[src/rtl/turing_pkg.sv]
// turing_pkg: shared encodings for the programmable Turing machine engine.
//   status_e : run result reported on turing_engine.status
//   move_e   : head move direction stored in a table entry
//   ctrl_e   : control FSM states (idle / running)
//   ent_*    : bit positions of the fields inside a table entry, as a
//              function of the machine-state width SW. An entry is laid out
//              as {halt, wbit, move, next_state[SW-1:0]}.
package turing_pkg;

   typedef enum logic [1:0] {
      ST_NONE = 2'b00,
      ST_HALT = 2'b01,
      ST_OOB  = 2'b10,
      ST_TMO  = 2'b11
   } status_e;

   typedef enum logic {
      MV_L = 1'b0,
      MV_R = 1'b1
   } move_e;

   typedef enum logic {
      CT_IDLE = 1'b0,
      CT_RUN  = 1'b1
   } ctrl_e;

   function automatic int unsigned ent_move_pos(input int unsigned sw);
      return sw;
   endfunction

   function automatic int unsigned ent_wbit_pos(input int unsigned sw);
      return sw + 1;
   endfunction

   function automatic int unsigned ent_halt_pos(input int unsigned sw);
      return sw + 2;
   endfunction

   function automatic int unsigned ent_width(input int unsigned sw);
      return sw + 3;
   endfunction

endpackage

[src/rtl/turing_table.sv]
// turing_table: transition table register file, 2**(SW+1) entries of EW bits,
// indexed by {state, symbol}. Asynchronously cleared to all-zero entries,
// written synchronously, read combinationally.
//   clk_i    : clock, rising edge
//   rstn_i   : asynchronous active-low reset (clears every entry)
//   we_i     : write strobe
//   waddr_i  : write index {state, symbol}
//   wdata_i  : entry to write
//   raddr_i  : read index {state, symbol}
//   rdata_o  : entry at raddr_i
module turing_table #(
   parameter int unsigned SW = 2,
   parameter int unsigned EW = SW + 3
) (
   input  logic          clk_i,
   input  logic          rstn_i,
   input  logic          we_i,
   input  logic [SW:0]   waddr_i,
   input  logic [EW-1:0] wdata_i,
   input  logic [SW:0]   raddr_i,
   output logic [EW-1:0] rdata_o
);

   localparam int unsigned DEPTH = 2 ** (SW + 1);

   logic [EW-1:0] mem_q [DEPTH];

   always_ff @(posedge clk_i or negedge rstn_i) begin
      if (!rstn_i) begin
         for (int unsigned i = 0; i < DEPTH; i++) begin
            mem_q[i] <= '0;
         end
      end else if (we_i) begin
         mem_q[waddr_i] <= wdata_i;
      end
   end

   assign rdata_o = mem_q[raddr_i];

endmodule

[src/rtl/turing_engine.sv]
// turing_engine: programmable single-tape binary Turing machine.
// A transition table is loaded while idle; a start pulse loads the tape and
// head, then one transition executes per clock until a halt entry, a move off
// the tape edge, or (optionally) the step limit.
// Optional feature macro: TURING_TIMEOUT_EN enables the MAX_STEPS limit
// (status 11); without it the step counter saturates and runs are unbounded.
// Ports:
//   clk, rstn            : clock (rising edge), async active-low reset
//   prog_we/addr/data    : table write port, entry {halt, wbit, move, next}
//   start                : run request pulse (ignored while busy)
//   tape_in, head_in     : initial tape and head, sampled on accepted start
//   busy, done, status   : run in progress / run finished / result code
//   tape_out, head, steps: live tape, head position and transition count
module turing_engine #(
   parameter  int unsigned TAPE_W    = 16,
   parameter  int unsigned NSTATE    = 4,
   parameter  int unsigned STEP_W    = 16,
   parameter  int unsigned MAX_STEPS = 1000,
   localparam int unsigned SW        = $clog2(NSTATE),
   localparam int unsigned HW        = $clog2(TAPE_W)
) (
   input  logic              clk,
   input  logic              rstn,
   input  logic              prog_we,
   input  logic [SW:0]       prog_addr,
   input  logic [SW+2:0]     prog_data,
   input  logic              start,
   input  logic [TAPE_W-1:0] tape_in,
   input  logic [HW-1:0]     head_in,
   output logic              busy,
   output logic              done,
   output logic [1:0]        status,
   output logic [TAPE_W-1:0] tape_out,
   output logic [HW-1:0]     head,
   output logic [STEP_W-1:0] steps
);

   import turing_pkg::*;

   localparam int unsigned EW     = ent_width(SW);
   localparam int unsigned P_MOVE = ent_move_pos(SW);
   localparam int unsigned P_WBIT = ent_wbit_pos(SW);
   localparam int unsigned P_HALT = ent_halt_pos(SW);

   localparam logic [HW-1:0]     HEAD_ONE = HW'(1);
   localparam logic [HW-1:0]     HEAD_MAX = HW'(TAPE_W - 1);
   localparam logic [STEP_W-1:0] STEP_ONE = STEP_W'(1);
   localparam logic [STEP_W-1:0] STEP_LIM = STEP_W'(MAX_STEPS);

`ifdef TURING_TIMEOUT_EN
   localparam bit TMO_EN = 1'b1;
`else
   localparam bit TMO_EN = 1'b0;
`endif

   ctrl_e             ctrl_q;
   logic [SW-1:0]     mstate_q, mstate_d;
   logic [TAPE_W-1:0] tape_q, tape_d;
   logic [HW-1:0]     head_q, head_d;
   logic [STEP_W-1:0] steps_q, steps_d;
   status_e           status_q, status_d;
   logic              busy_q, done_q;

   logic [EW-1:0]     ent;
   logic              sym;
   move_e             e_move;
   logic              oob;
   logic              stop;
   logic              tbl_we;

   // Writes are only honoured while idle so a running program never changes.
   assign tbl_we = prog_we & (ctrl_q == CT_IDLE);
   assign sym    = tape_q[head_q];

   turing_table #(
      .SW (SW),
      .EW (EW)
   ) u_table (
      .clk_i   (clk),
      .rstn_i  (rstn),
      .we_i    (tbl_we),
      .waddr_i (prog_addr),
      .wdata_i (prog_data),
      .raddr_i ({mstate_q, sym}),
      .rdata_o (ent)
   );

   // One transition: the symbol write and step count always happen; the
   // terminating conditions are prioritised halt > edge fault > step limit.
   always_comb begin
      e_move          = move_e'(ent[P_MOVE]);
      oob             = ((e_move == MV_L) && (head_q == '0)) ||
                        ((e_move == MV_R) && (head_q == HEAD_MAX));
      tape_d          = tape_q;
      tape_d[head_q]  = ent[P_WBIT];
      steps_d         = (steps_q == '1) ? steps_q : steps_q + STEP_ONE;
      head_d          = head_q;
      mstate_d        = mstate_q;
      status_d        = ST_NONE;
      stop            = 1'b0;
      if (ent[P_HALT]) begin
         status_d = ST_HALT;
         stop     = 1'b1;
      end else if (oob) begin
         status_d = ST_OOB;
         stop     = 1'b1;
      end else begin
         head_d   = (e_move == MV_R) ? head_q + HEAD_ONE : head_q - HEAD_ONE;
         mstate_d = ent[SW-1:0];
         if (TMO_EN && (steps_d == STEP_LIM)) begin
            status_d = ST_TMO;
            stop     = 1'b1;
         end
      end
   end

   always_ff @(posedge clk or negedge rstn) begin
      if (!rstn) begin
         ctrl_q   <= CT_IDLE;
         mstate_q <= '0;
         tape_q   <= '0;
         head_q   <= '0;
         steps_q  <= '0;
         status_q <= ST_NONE;
         busy_q   <= 1'b0;
         done_q   <= 1'b0;
      end else begin
         case (ctrl_q)
            CT_IDLE: begin
               if (start) begin
                  tape_q   <= tape_in;
                  head_q   <= head_in;
                  mstate_q <= '0;
                  steps_q  <= '0;
                  status_q <= ST_NONE;
                  done_q   <= 1'b0;
                  busy_q   <= 1'b1;
                  ctrl_q   <= CT_RUN;
               end
            end
            CT_RUN: begin
               tape_q   <= tape_d;
               head_q   <= head_d;
               mstate_q <= mstate_d;
               steps_q  <= steps_d;
               if (stop) begin
                  status_q <= status_d;
                  busy_q   <= 1'b0;
                  done_q   <= 1'b1;
                  ctrl_q   <= CT_IDLE;
               end
            end
            default: ctrl_q <= CT_IDLE;
         endcase
      end
   end

   assign busy     = busy_q;
   assign done     = done_q;
   assign status   = status_q;
   assign tape_out = tape_q;
   assign head     = head_q;
   assign steps    = steps_q;

endmodule
[config.mk]
export PLATFORM = sky130hd
export DESIGN_NAME = turing_engine
export DESIGN_NICKNAME = d
export VERILOG_FILES = /design/src/rtl/turing_pkg.sv /design/src/rtl/turing_table.sv /design/src/rtl/turing_engine.sv
export SDC_FILE = /design/constraint.sdc
export NUM_CORES = 1
export LEC_CHECK = 0
export CORE_AREA = 8 8 101 103
export DETAILED_ROUTE_END_ITERATION = 8
export DIE_AREA = 0 0 109 111
export GPL_ROUTABILITY_DRIVEN = 0
export GPL_TIMING_DRIVEN = 0
export PLACE_DENSITY = 0.77
export SLEW_MARGIN = 5
export SYNTH_ARGS = -nofsm -noshare
export SYNTH_HDL_FRONTEND = slang
export SYNTH_HIERARCHICAL = 1
export SYNTH_SLANG_ARGS = --single-unit
[constraint.sdc]
create_clock -name clk -period 4.4 [get_ports clk]
set_input_delay 0.44 -clock clk [delete_from_list [all_inputs] [get_ports clk]]
set_output_delay 0.44 -clock clk [all_outputs]
set_load 0.03 [all_outputs]
# After elaboration in Yosys (flattened, before gate mapping)
# Index checks and enable logic that the tools add are counted.
[totals] reg_bits=83 out_inout_bits=40
[classes] addsub=3 n_lt_le_gt_ge=5 eq_ne=7 muxes=40 n_bitwise=5 n_reduce_logical=9
[op_table] op="$pmux 16 s2" count=2
[op_table] op="$mux 16" count=3
[op_table] op="$bwmux 40" count=1
[op_table] op="$add 16x1->16 const B" count=1
[op_table] op="$bwmux 16" count=1
[op_table] op="$eq 16x16->1 const B" count=1
[op_table] op="$mux 4" count=4
[op_table] op="$bmux 5 s3" count=1
[op_table] op="$demux 5 s3" count=1
[op_table] op="$mux 5" count=3
[op_table] op="$mux 2" count=6
[op_table] op="$mux 1" count=10
[op_table] op="$ge 4x4->1 const B" count=2
[op_table] op="$ne 2x2->1 const B" count=4
[op_table] op="$not 3->4" count=2
[op_table] op="$pmux 2 s2" count=2
[op_table] op="$pmux 4 s2" count=1
[op_table] op="$pmux 1 s2" count=3
[op_table] op="$lt 4x5->1 const B" count=1
[op_table] op="$add 4x1->4 const B" count=1
[op_table] op="$bmux 1 s4" count=1
[op_table] op="$demux 1 s4" count=1
[op_table] op="$eq 4x4->1 const B" count=1
[op_table] op="$ge 4x1->1 const B" count=1
[op_table] op="10 further kinds" count=15

# Depth between registers and ports, before layout
[logic_depth] ltp_word=13 mapped_depth=12 ltp_nobuf=10

# Cells and area by module
# The synthesis kept the hierarchy.
[by_module_without_submodules] mod="turing_engine" n_inst=1 cells_each=286 area_per_inst_um2=2657.5
[by_module_without_submodules] mod="turing_table" n_inst=1 cells_each=106 area_per_inst_um2=1884.3

# Least setup slack after synthesis
# OpenSTA, ideal clock, no wires.
[synth_timing] path_type="register -> register" from="reg head_q[0] (netlist: head[0])" to="reg head_q[3] (netlist: head[3])" setup_ps=87 arrival_ps=3845 t_required_ps=4313 slack_ps=468 stages_incl_launch_ff=13 synth_period_minus_slack_ps=3932 cell_sequence="dfrtp_1 buf_6 mux4_1 mux4_2 buf_6 mux4_1 mux2_2 inv_1 ha_1 a21oi_1 a21oi_1 or3_1 o211ai_1"
[synth_via] elab_chain_cells=11 word_cells_on_any_way=21
[synth_lines] element="from (decl)" line_no="turing_engine.sv:59" rtl="logic [HW-1:0] head_q, head_d;"
[synth_lines] element="from (signal assigned)" line_no="turing_engine.sv:132" rtl="head_q <= head_in;"
[synth_lines] element="$bmux 1 s4 *" line_no="turing_engine.sv:73" rtl="assign sym = tape_q[head_q];"
[synth_lines] element="$mux 1 (implied by the code) *" line_no="turing_engine.sv:73"
[synth_lines] element="net sym" line_no="turing_engine.sv:65" rtl="logic sym;"
[synth_lines] element="$not 3->4 (implied by the code) *" line_no="turing_table.sv:38" rtl="assign rdata_o = mem_q[raddr_i];"
[synth_lines] element="$bmux 5 s3 *" line_no="turing_table.sv:38"
[synth_lines] element="$mux 5 (implied by the code) * (2 in a row)" line_no="turing_table.sv:38"
[synth_lines] element="net ent[2]" line_no="turing_engine.sv:64" rtl="logic [EW-1:0] ent;"
[synth_lines] element="branches (longest 5 deep; another with $mux 4)"
# Mark *: on every way through the listed nets, which the timed path passes. The select of a mux whose other input is x is not followed.
# A chain may end at the register's enable or synchronous reset.

# Worst setup path in the final report
# Ends and elaborated chain as after synthesis.

==> impl_metrics.tcl <==
set metrics [dict create \
    fin_crit_sh_pct 95.3 \
    grt_pass1_vias 3732 \
    cts_resized 0 \
    drive_above_1_share_pct 19.2 \
    cts_setup_buffers 0 \
    row_count 34 \
    post-route-util_pct 65.7 \
    slew-limit-headroom_pct 59.4 \
    finalHoldViolCount 1 \
    cts.sinks 83 \
    coreArea_sq_mm 0.00855 \
    synth_edf_count 0 \
    slew_violations 0 \
    ir_drop_v 0.000352 \
    routed-via-count 3664 \
    cts-root-buf "clkbuf_8" \
    ant_nets 0 \
    worstMarginPinSlew_ps 607 \
    end_kind "flop" \
    placedInstanceArea_sq_mm 0.00541 \
    worstSkewPairLatency_ps 360 \
    cts_buffer_depth 2 \
    tritoncts "built" \
    drtPass1Iterations 5 \
    seq_area_frac_synth_pct 45.7 \
    cts_htree_levels 3 \
    p_leak_nw 2.38 \
    cts_buffers 9 \
    place_inst 572 \
    n_antenna_cell 0 \
    async_reset_ff_share_pct 100 \
    violations "hold timing" \
    status "complete, but fails checks" \
    critical_path_arrival_ps 4470 \
    die_h_um 111 \
    rsz0062_at_grt "false" \
    yosysUniqueCellTypes 60 \
    dp_hpwl_mm 8.45 \
    ys.flop_type "dfrtp_1" \
    portBuffers 71 \
    floorplan.initialDensity_pct 53.1 \
    hold_path_class "input port to asynchronous set/reset pin" \
    ios 72 \
    grt_max_degree 55 \
    maxCapViolations 0 \
    synthCells 392 \
    track_usage_pct 20.0 \
    overflow 0 \
    drc 0 \
    dieArea_sq_mm 0.0121 \
    yosysWarnings 6 \
    hold_slack_ps -3.12 \
    syn_avg_cell_area_sq_um 11.6 \
    synth_seq_cells 83 \
    layout_min_cycle_time_ps 4190 \
    final_nets 511 \
    layout.cells.non_filler 588 \
    hold_buffers 0 \
    worstPathRequired_ps 4680 \
    drt_iter0_markers 143 \
    setup_viol 0 \
    antenna_found_initial 0 \
    fin_skew_ps 12.3 \
    grt_pass1_wl_mm 19.3 \
    synth_nets 428 \
    dieWidth_um 109 \
    drt-vias-per-instance 6.23 \
    p_per_area_mw_per_mm2 772 \
    fin_area_sq_mm 0.00562 \
    netlist_area_sq_mm 0.00454 \
    timing.fmax_mhz 238 \
    wl_per_cell_um 19.8 \
    worstSetupPathType "flop to flop" \
    cts.clk_slew.worst_paths_ps 100 \
    wirelength_mm 11.7 \
    p_total_mw 4.34 \
    path_max_fanout 10 \
    area_growth_pct 23.7 \
    crit_path_start_kind "flop" \
]
==> kinds of logic (layout without fill, tap and decap cells) <==
family                   Yosys count  in the layout  synth area share [%]
XOR/XNOR                           1              1                 0.193
multiplexers                      66             66                  21.1
AO/OA/AOI/OAI                     85             85                  13.4
AND/OR/NAND/NOR                  124            124                  14.8
flip-flops                        83             83                  45.7
adder cells (fa/ha/maj)            4              4                  1.27
buffers and inverters             29            117                  3.47
==> synthesized netlist by cell type (6+ instances only) <==
master | instances | area, sq um
a21oi_1 | 10 | 50.1
nor2_1 | 15 | 56.3
a31oi_1 | 9 | 56.3
a21o_1 | 8 | 60.1
o21ai_0 | 20 | 100
nor3_1 | 6 | 30.0
buf_2 | 8 | 40.0
nand3_1 | 18 | 90.1
dfrtp_1 | 83 | 2080
mux2_2 | 46 | 518
mux4_1 | 14 | 368
nand2_1 | 41 | 154
nand4_1 | 7 | 43.8
o211ai_1 | 9 | 67.6
inv_1 | 8 | 30.0
==> state kept, by name, indices dropped and copies added (netlist names) <==
register / cells
busy: 1
ctrl_q: 1
done: 1
head: 4
mstate_q: 2
status: 2
steps: 16
tape_out: 16
u_table/mem_q: 40
==> worst paths after layout <==
| check | startpoint | endpoint | slack, ps | cells after the start |
|---|---|---|---|---|
| worst max-delay path | head[0] | head[3] | 210 | 12 |
| worst min register to register | busy | busy | 500 | 1 |
| min in group clk | busy | busy | 500 | 1 |
| worst max register to register | head[0] | head[3] | 210 | 12 |
| worst min-delay path | rstn | u_table/mem_q[27] | -3 | 1 |
| max in group asynchronous | rstn | head[0] | 3780 | 2 |
==> critical path, cell delays in order (launching register included) <==
cell,delay (ps)
dfrtp_2,480
buf_6,180
mux4_1,580
mux4_2,520
buf_6,180
mux4_1,480
mux2_2,340
inv_1,180
ha_1,300
a21oi_1,290
a21oi_1,120
or3_1,370
o211ai_1,100
==> area by class of cell <==
cell class,count,area [sq um]
plain buffers,21,128
clock buffers,9,124
multi-input cells,280,2310
flip-flops and latches,83,2080
clock inverters,7,81.3
fillers,675,2930
repair buffers,72,736
well taps,108,135
inverters,8,30.0
==> routing by layer <==
metal	share of wire, %	wire length, um	global-route usage, %
met5	0	0	0
met4	1.8	207	8.13
met3	6.5	754	2.97
met2	50	5830	32.1
met1	42	4860	26.3
==> power by group <==
part	internal, mW	total, mW	leakage [nW]	switching, mW
clock	0.272	0.579	0.101	0.308
combinational	1.16	2.41	1.23	1.26
sequential	1.09	1.35	1.04	0.253
total	2.52	4.34	2.38	1.82
==> cells in the final DEF (no fill, tap or decap), types with 3 or more instances in the layout <==
master | Yosys | final
nor3_1 | 6 | 6
a21o_1 | 8 | 8
o311a_1 | 4 | 4
ha_1 | 3 | 3
o211ai_1 | 9 | 9
a31oi_1 | 9 | 9
clkdlybuf4s50_1 | 0 | 70
inv_6 | 0 | 4
nand2b_1 | 3 | 3
mux4_1 | 14 | 14
clkbuf_8 | 0 | 9
o21ai_0 | 20 | 20
nand4_1 | 7 | 7
mux2_2 | 46 | 46
nand2_1 | 41 | 41
inv_1 | 8 | 8
a21oi_1 | 10 | 10
buf_2 | 8 | 8
and3_1 | 4 | 4
clkbuf_1 | 5 | 5
mux2i_1 | 5 | 5
nand3_1 | 18 | 18
buf_6 | 5 | 5
dfrtp_1 | 83 | 82
nor2b_1 | 5 | 5
and4bb_2 | 3 | 3
nor4_1 | 4 | 4
nor2_1 | 15 | 15
a22oi_1 | 4 | 4
nand4b_1 | 3 | 3
==> per-stage QoR <==
step	setup TNS, ps	setup WS (ps)
floorplan	0	468
global placement	-5.88	-0.680
detailed placement	0	189
CTS	0	165
global route	0	74.2
finish	0	206
Power figures use the tool's default switching activity.
